## config.mk

```make
export PLATFORM = sky130hd
export DESIGN_NAME = lzc_norm_pipe
export DESIGN_NICKNAME = d
export VERILOG_FILES = /design/src/rtl/fp_norm_pkg.sv /design/src/rtl/lzc_tree.sv /design/src/rtl/lzc_norm_pipe.sv
export SDC_FILE = /design/constraint.sdc
export NUM_CORES = 1
export LEC_CHECK = 0
export CAP_MARGIN = 40
export CORE_MARGIN = 1
export CORE_UTILIZATION = 30
export DETAILED_ROUTE_END_ITERATION = 6
export GPL_ROUTABILITY_DRIVEN = 0
export GPL_TIMING_DRIVEN = 0
export SLEW_MARGIN = 20
export SYNTH_ARGS = -nofsm -noshare
export SYNTH_HDL_FRONTEND = slang
export SYNTH_HIERARCHICAL = 1
export SYNTH_SLANG_ARGS = --single-unit
```

## constraint.sdc

```tcl
create_clock -name clk -period 4.1 [get_ports clk]
set_input_delay 0.82 -clock clk [delete_from_list [all_inputs] [get_ports clk]]
set_output_delay 0.82 -clock clk [all_outputs]
set_load 0.05 [all_outputs]
```

## src/rtl/fp_norm_pkg.sv

```systemverilog
// fp_norm_pkg: shared defaults, flag bundle and shift-count width helper for the normaliser
package fp_norm_pkg;
  localparam int DEF_WIDTH = 25;
  localparam int DEF_EXP_W = 8;
  typedef struct packed {
    logic rshift;
    logic sticky;
    logic zero;
    logic denorm;
    logic ovf;
  } flags_t;
  function automatic int cnt_w(input int w);
    return $clog2(w);
  endfunction
endpackage

```

## src/rtl/lzc_tree.sv

```systemverilog
// lzc_tree: recursive combinational leading-zero counter with all-zero flag
module lzc_tree #(
  parameter int N = 24,
  parameter int CW = (N > 1) ? $clog2(N) : 1
) (
  input  logic [N-1:0]  d,
  output logic [CW-1:0] cnt,
  output logic          zero
);
  if (N == 1) begin : g_leaf
    assign cnt = '0;
    assign zero = ~d[0];
  end else begin : g_node
    localparam int H = 1 << (CW - 1);
    localparam int L = N - H;
    localparam int HW = (H > 1) ? $clog2(H) : 1;
    localparam int LW = (L > 1) ? $clog2(L) : 1;
    logic [HW-1:0] hc;
    logic [LW-1:0] lc;
    logic hz, lz;
    lzc_tree #(.N(H)) u_hi (.d(d[N-1 -: H]), .cnt(hc), .zero(hz));
    lzc_tree #(.N(L)) u_lo (.d(d[L-1:0]), .cnt(lc), .zero(lz));
    assign zero = hz & lz;
    assign cnt = hz ? CW'(H) + CW'(lc) : CW'(hc);
  end
endmodule

```

## src/rtl/lzc_norm_pipe.sv

```systemverilog
// lzc_norm_pipe: two-stage valid/ready significand normaliser with carry, subnormal and zero handling
module lzc_norm_pipe
  import fp_norm_pkg::*;
#(
  parameter int WIDTH = DEF_WIDTH,
  parameter int EXP_W = DEF_EXP_W,
  parameter int CNT_W = cnt_w(WIDTH)
) (
  input  logic             clk,
  input  logic             rst_n,
  input  logic             in_valid,
  output logic             in_ready,
  input  logic [WIDTH-1:0] in_mant,
  input  logic [EXP_W-1:0] in_exp,
  output logic             out_valid,
  input  logic             out_ready,
  output logic [WIDTH-1:0] out_mant,
  output logic [EXP_W-1:0] out_exp,
  output logic [CNT_W-1:0] out_shift,
  output logic             out_rshift,
  output logic             out_sticky,
  output logic             out_zero,
  output logic             out_denorm,
  output logic             out_ovf
);
  localparam int LW = $clog2(WIDTH - 1);
  localparam int MW = (EXP_W > CNT_W ? EXP_W : CNT_W) + 1;
  logic             s1_valid, s1_carry, s1_zero, s2_adv, normal, lz_zero;
  logic [LW-1:0]    lz_cnt;
  logic [CNT_W-1:0] s1_lz, shift_n;
  logic [WIDTH-1:0] s1_mant, mant_n;
  logic [EXP_W-1:0] s1_exp, exp_n;
  logic [MW-1:0]    lz_m, exp_m, lsh_m;
  flags_t           flags_n, flags_q;
  lzc_tree #(.N(WIDTH - 1)) u_lzc (.d(in_mant[WIDTH-2:0]), .cnt(lz_cnt), .zero(lz_zero));
  assign s2_adv = ~out_valid | out_ready;
  assign in_ready = ~s1_valid | s2_adv;
  assign {out_rshift, out_sticky, out_zero, out_denorm, out_ovf} = flags_q;
  always_comb begin
    lz_m = MW'(s1_lz);
    exp_m = MW'(s1_exp);
    normal = lz_m < exp_m;
    lsh_m = normal ? lz_m : (exp_m == '0 ? '0 : exp_m - 1'b1);
    shift_n = (s1_carry | s1_zero) ? '0 : CNT_W'(lsh_m);
    mant_n = s1_zero ? '0 : s1_carry ? s1_mant >> 1 : s1_mant << shift_n;
    exp_n = s1_zero ? '0 : s1_carry ? s1_exp + 1'b1 : normal ? s1_exp - EXP_W'(s1_lz) : '0;
    flags_n.rshift = s1_carry;
    flags_n.sticky = s1_carry & s1_mant[0];
    flags_n.zero = s1_zero;
    flags_n.denorm = ~s1_carry & ~s1_zero & ~normal;
    flags_n.ovf = s1_carry & (&exp_n);
  end
  always_ff @(posedge clk or negedge rst_n) begin
    if (!rst_n) begin
      s1_valid <= 1'b0;
      s1_carry <= 1'b0;
      s1_zero <= 1'b0;
      s1_lz <= '0;
      s1_mant <= '0;
      s1_exp <= '0;
    end else begin
      if (in_ready) s1_valid <= in_valid;
      if (in_valid & in_ready) begin
        s1_carry <= in_mant[WIDTH-1];
        s1_zero <= lz_zero & ~in_mant[WIDTH-1];
        s1_lz <= CNT_W'(lz_cnt);
        s1_mant <= in_mant;
        s1_exp <= in_exp;
      end
    end
  end
  always_ff @(posedge clk or negedge rst_n) begin
    if (!rst_n) begin
      out_valid <= 1'b0;
      out_mant <= '0;
      out_exp <= '0;
      out_shift <= '0;
      flags_q <= '0;
    end else begin
      if (s2_adv) out_valid <= s1_valid;
      if (s1_valid & s2_adv) begin
        out_mant <= mant_n;
        out_exp <= exp_n;
        out_shift <= shift_n;
        flags_q <= flags_n;
      end
    end
  end
endmodule

```

; Word level (Yosys, flattened, before mapping)
; Cells that the tools add are included.
[word_totals]
regBits = 85
wordCells = 127
in_bits = 37
out_inout_bits = 45
[op_classes]
n_bitwise = 63
muxes = 31
n_shift = 1
add_sub_neg = 14
n_reduce_logical = 2
order_cmp = 1
[op_table]
columns = op, count
row1 = 2-to-1 mux 25 bit, 2
row2 = AND 1 bit, 30
row3 = NOT 1 bit, 30
row4 = << shifter 25 x 5 -> 25 bit, 1
row5 = 2-to-1 mux 8 bit, 3
row6 = 2-to-1 mux 5 bit, 4
row7 = "adder 2 x 1 -> 2 bit, first input constant", 6
row8 = 2-to-1 mux 1 bit, 12
row9 = 2-to-1 mux 2 bit, 6
row10 = "adder 3 x 2 -> 3 bit, first input constant", 3
row11 = 2-to-1 mux 3 bit, 3
row12 = "adder 8 x 1 -> 8 bit, second input constant", 1
row13 = logical NOT 8 bit, 1
row14 = less-than comparator 5 x 8 -> 1 bit, 1
row15 = AND reduction 8 bit, 1
row16 = subtractor 8 x 5 -> 8 bit, 1
row17 = "adder 5 x 3 -> 5 bit, first input constant", 1
row18 = "subtractor 5 x 1 -> 5 bit, second input constant", 1
row19 = "adder 4 x 3 -> 4 bit, first input constant", 1
row20 = 2-to-1 mux 4 bit, 1
row21 = OR 1 bit, 3

; Logic depth before layout (Yosys ltp)
[logic_depth]
depth_word = 8
depth_mapped = 15
mapped_depth_nobuf = 12

; Hierarchy
; The synthesis kept the hierarchy.
[modules_own_cells]
columns = module, seq_area_each_um2, area_per_inst_um2, instances, cells_per_inst
row1 = lzc_norm_pipe, 2102.0, 5871.9, 1, 663
row2 = lzc_tree (u_lzc.g_node.u_hi.g_node.u_hi.g_node.u_hi.g_node.u_hi.g_node.u_hi ...), 0.0, 15.0, 24, 3
row3 = lzc_tree (u_lzc.g_node.u_hi.g_node.u_hi.g_node.u_hi.g_node.u_hi ...), 0.0, 16.3, 12, 3
row4 = lzc_tree (u_lzc.g_node.u_hi.g_node.u_hi.g_node.u_hi ...), 0.0, 30.0, 6, 3
row5 = lzc_tree (u_lzc.g_node.u_hi.g_node.u_hi ...), 0.0, 37.5, 3, 4
row6 = lzc_tree (u_lzc), 0.0, 57.6, 1, 6
row7 = lzc_tree (u_lzc.g_node.u_hi), 0.0, 48.8, 1, 5

; Worst setup path after synthesis
; Ideal clock, no wire load.
[synth_timing]
path_kind = register -> register
start = reg s1_exp[0]
end = reg out_mant[8]
arrival_time_ps = 3112
path_buffers = 1
setup_slack_ps = 867
required_ps = 3978
period_less_slack_ps = 3233
setup_time_ps = 122
stages_incl_launch_ff = 14
cell_sequence = dfrtp_1 > inv_1 > ha_1 > inv_1 > fa_1 > a21o_1 > a211oi_4 > nor2_2 > buf_6 > mux2_4 > a211oi_2 > o22ai_1 > a211o_1 > a32o_1
[synth_between]
elab_chain_len = 7
elab_cells_between_ends = 9
[synth_rtl]
columns = element, line
row1 = start: declaration, lzc_norm_pipe.sv:32  ; logic [EXP_W-1:0] s1_exp, exp_n;
row2 = start signal: assignment, lzc_norm_pipe.sv:68  ; s1_exp <= in_exp;
row3 = subtractor 5 x 1 -> 5 bit / logical NOT 8 bit (equally long branches), lzc_norm_pipe.sv:43  ; lsh_m = normal ? lz_m : (exp_m == '0 ? '0 : exp_m - 1'b1);
row4 = 2-to-1 mux 5 bit, lzc_norm_pipe.sv:43
row5 = 2-to-1 mux 5 bit (*), lzc_norm_pipe.sv:43
row6 = 2-to-1 mux 5 bit (*), lzc_norm_pipe.sv:44  ; shift_n = (s1_carry | s1_zero) ? '0 : CNT_W'(lsh_m);
row7 = << shifter 25 x 5 -> 25 bit (*), lzc_norm_pipe.sv:45  ; mant_n = s1_zero ? '0 : s1_carry ? s1_mant >> 1 : s1_mant << shift_n;
row8 = 2-to-1 mux 25 bit (*) (2 in series), lzc_norm_pipe.sv:45
row9 = end signal: assignment, lzc_norm_pipe.sv:82  ; out_mant <= mant_n;
row10 = end: declaration, lzc_norm_pipe.sv:17  ; output logic [WIDTH-1:0] out_mant,
; Mark *: on every way between the ends. The rest lies on a longest branch, timed or not.
; A chain may end at the register's enable or synchronous reset.

; Final worst setup path
[layout_timing]
start = reg s1_exp[4]
end = reg out_mant[24]
; The elaborated chain is that of the path after synthesis.

==> results by group <==
Clocking
  • Max clock buf depth: 2
  • Clock root buffer: clkbuf_16
  • Skew-Pair Late Insertion Delay: 360 ps
  • CTS tree: done
  • CTS H-tree depth: 3
  • CTS Buf Count: 9
  • Clock slew seen by the registers of the worst setup and hold paths: 70 ps
  • Clock sink total: 84
  • Hold buffers post-CTS: 0

Final layout
  • Antenna Cells: 0
  • Layout cells sized above 1: 0.193
  • Final Cell Area: 8430 um^2
  • Area Growth Syn to Fin: 23.5%
  • Most common cell after layout, fill and taps aside: dfrtp_1
  • Nets: 953
  • Commonest cells after routing, fill and taps aside: 84 x dfrtp_1, 80 x clkdlybuf4s50_1, 72 x nand2_1

Synth
  • Area contributors post-synth: dfrtp_1 31%, mux2_2 8.9%, a211oi_1 4.5%
  • Synth Register Bits: 84
  • Register area share after synthesis: 0.308
  • Synthesized net count: 857
  • Post-Syn Area: 6830 um^2
  • Async set-reset flop share out of synthesis: 1.00
  • Top-area cell type share of the netlist area: 0.308
  • Distinct cells, synth: 73
  • Leading area contributor after synthesis: dfrtp_1
  • Post-Synthesis Cells: 812
  • Top_reg_cell synth: dfrtp_1
  • Synth warn: 6
  • Post-synth EDFFs: 0
  • Syn Area/Cell: 8.41 um^2

Outcome
  • Status: completed

STA
  • Fmax: 249 MHz
  • Hold Fails Final Rpt: 0
  • Worst rel slew slack: 0.441
  • Post-layout min period: 4010 ps
  • Final period util: 0.978
  • Count of final setup violators: 0
  • Clock skew: 6.88 ps
  • Final Max Slew Viols: 0
  • RSZ-0062 raised after global routing: yes
  • Worst-Margin Slew: 833 ps
  • Aggregate negative setup slack: 0 ps

Worst setup path
  • Critical Path Source: s1_exp[4]
  • R2R setup slack: 90 ps
  • CP startpoint kind: flop
  • Worst Path Buf+Inv: 1
  • Worst path arrival time: 4270 ps
  • R2r worst-path depth: 10
  • Worst path top cell family by delay: compound AO/OA/AOI/OAI gates
  • Crit-path cells: ha_1 -> or4b_2 -> o22a_1 -> and3_1 -> a21oi_2 -> clkbuf_1 -> nand2_1 -> a32oi_1 -> a31oi_1 -> o31ai_1
  • Kind of critical path: reg2reg
  • Slowest library cell on the worst path: or4b_2
  • RR Endpoint: out_mant[24]
  • Critical Path End Type: flop
  • Worst endpoint required time: 4360 ps
  • CP endpoint: out_mant[24]
  • Crit path largest cell delay: 660 ps
  • FF-to-FF Start: s1_exp[4]
  • CP Depth: 10
  • Crit path max fanout: 10

Placed design
  • Area of placed instances: 8010 um^2
  • Number of port buffers: 81
  • Hpwl dp: 17,700 um

GRT
  • Met3 usage: 0.0326
  • Met2 global-route usage: 0.292
  • Grt total ovfl: 0
  • M1 GR Usage: 0.283
  • Initial antenna violation count: 0
  • All-layer global routing usage: 0.198
  • Vias in the first global route: 6,220
  • Largest net degree at the start of global routing: 44
  • First-pass GRT wire length: 36,100 um
  • Gr busiest metal: met2

Detailed routing
  • Iter 0 DRT Violations: 800
  • Routed WL: 22,800 um
  • Vias: 6,628
  • DRC: 0
  • Routed vias/inst: 5.56
  • Antenna-violating nets left: 0
  • Drt pass-1 iters: 6
  • Post-detailed-route wirelength per cell: 19.1 um

Power and ir drop
  • Worst vdd ir: 0.188 mV
  • Static Leak: 3.55 nW
  • Power Dens Cells: 505 nW/um^2

Flow run
  • Max cap viols: 0

Worst hold path
  • Path type of the worst min-delay path: in2async

Die
  • Die W: 153 um
  • Die area: 23,400 um^2
  • Initial core utilization: 0.309
  • Rows: 54
  • DIE HEIGHT: 153 um
  • I/O pin total: 82
  • Core ar.: 22,100 um^2
metrics by stage:
step           power [mW]   util  hold WS [ps]  std cells  setup slack [ps]
2_1_floorplan        2.47      -           479        812               867
5_1_grt              4.44  0.382           502       1193             -36.1
3_5_place_dp         3.14  0.363           467       1175               165
4_1_cts              4.22  0.380           475       1191               154
3_3_place_gp         3.13  0.362           464       1173              -908
6_report             4.26  0.382           455       1193              91.4
state kept, by name (all words and copies together), names as in the netlist, 5 cells and up:
name       cells
s1_exp         8
out_shift      5
out_mant      25
s1_lz          5
out_exp        8
s1_mant       24
repair_timing:
item | in CTS | in global routing
endpoints found under the hold margin | 0 | 0
resized for setup | 0 | 6
endpoints found under the setup margin | 0 | 17
setup buffers | 0 | 1
Yosys cell counts (9+ instances only):
| cell | instances |
|---|---|
| dfrtp_1 | 84 |
| nor4_1 | 10 |
| clkbuf_1 | 34 |
| buf_4 | 38 |
| nand2_1 | 72 |
| and2_2 | 23 |
| nor3_1 | 19 |
| a21oi_1 | 39 |
| buf_2 | 11 |
| mux2_2 | 54 |
| nand3_1 | 14 |
| o31ai_1 | 9 |
| a22o_1 | 10 |
| o211ai_1 | 21 |
| nand2b_1 | 14 |
| nor2_1 | 47 |
| inv_1 | 48 |
| conb_1 | 24 |
| a211oi_1 | 41 |
| mux2i_1 | 24 |
| a31oi_1 | 13 |
| o21ai_0 | 35 |
cell type report:
type / instances / area [um^2]
Fill cell: 2261 / 13700
Multi-Input combinational cell: 590 / 4040
Sequential cell: 84 / 2100
Timing Repair Buffer: 85 / 846
Buffer: 90 / 528
Tap cell: 280 / 350
Clock buffer: 10 / 229
Inverter: 48 / 180
Clock inverter: 6 / 159
layer usage:
layer / part of all wire / vias up
li1: - / 3067
met1: 0.45 / 3092
met2: 0.42 / 393
met3: 0.090 / 76
met4: 0.037 / 0
met5: 0 / -
power by group:
part | switching (mW) | internal, mW | leakage, nW
Combinational | 1.28 | 0.724 | 2.34
Clock | 0.347 | 0.721 | 0.187
Sequential | 0.184 | 1.00 | 1.03
logic make-up after synthesis:
kind of cell	synth area share
buf+inv	0.103
other cells	0.0132
xor+xnor	0.0103
compound gates	0.243
simple gates	0.167
flops	0.308
mux	0.140
fa+ha+maj	0.0158
worst min path at each step:
stage	slack, ps	start	end
2_1_floorplan	480	s1_valid	out_valid
3_3_place_gp	460	out_exp[1]	out_exp[1]
3_5_place_dp	470	out_exp[2]	out_exp[2]
4_1_cts	470	rst_n	s1_exp[4]
5_1_grt	500	out_exp[5]	out_exp[5]
6_report	460	rst_n	s1_exp[4]
Power figures use the tool's default switching activity.
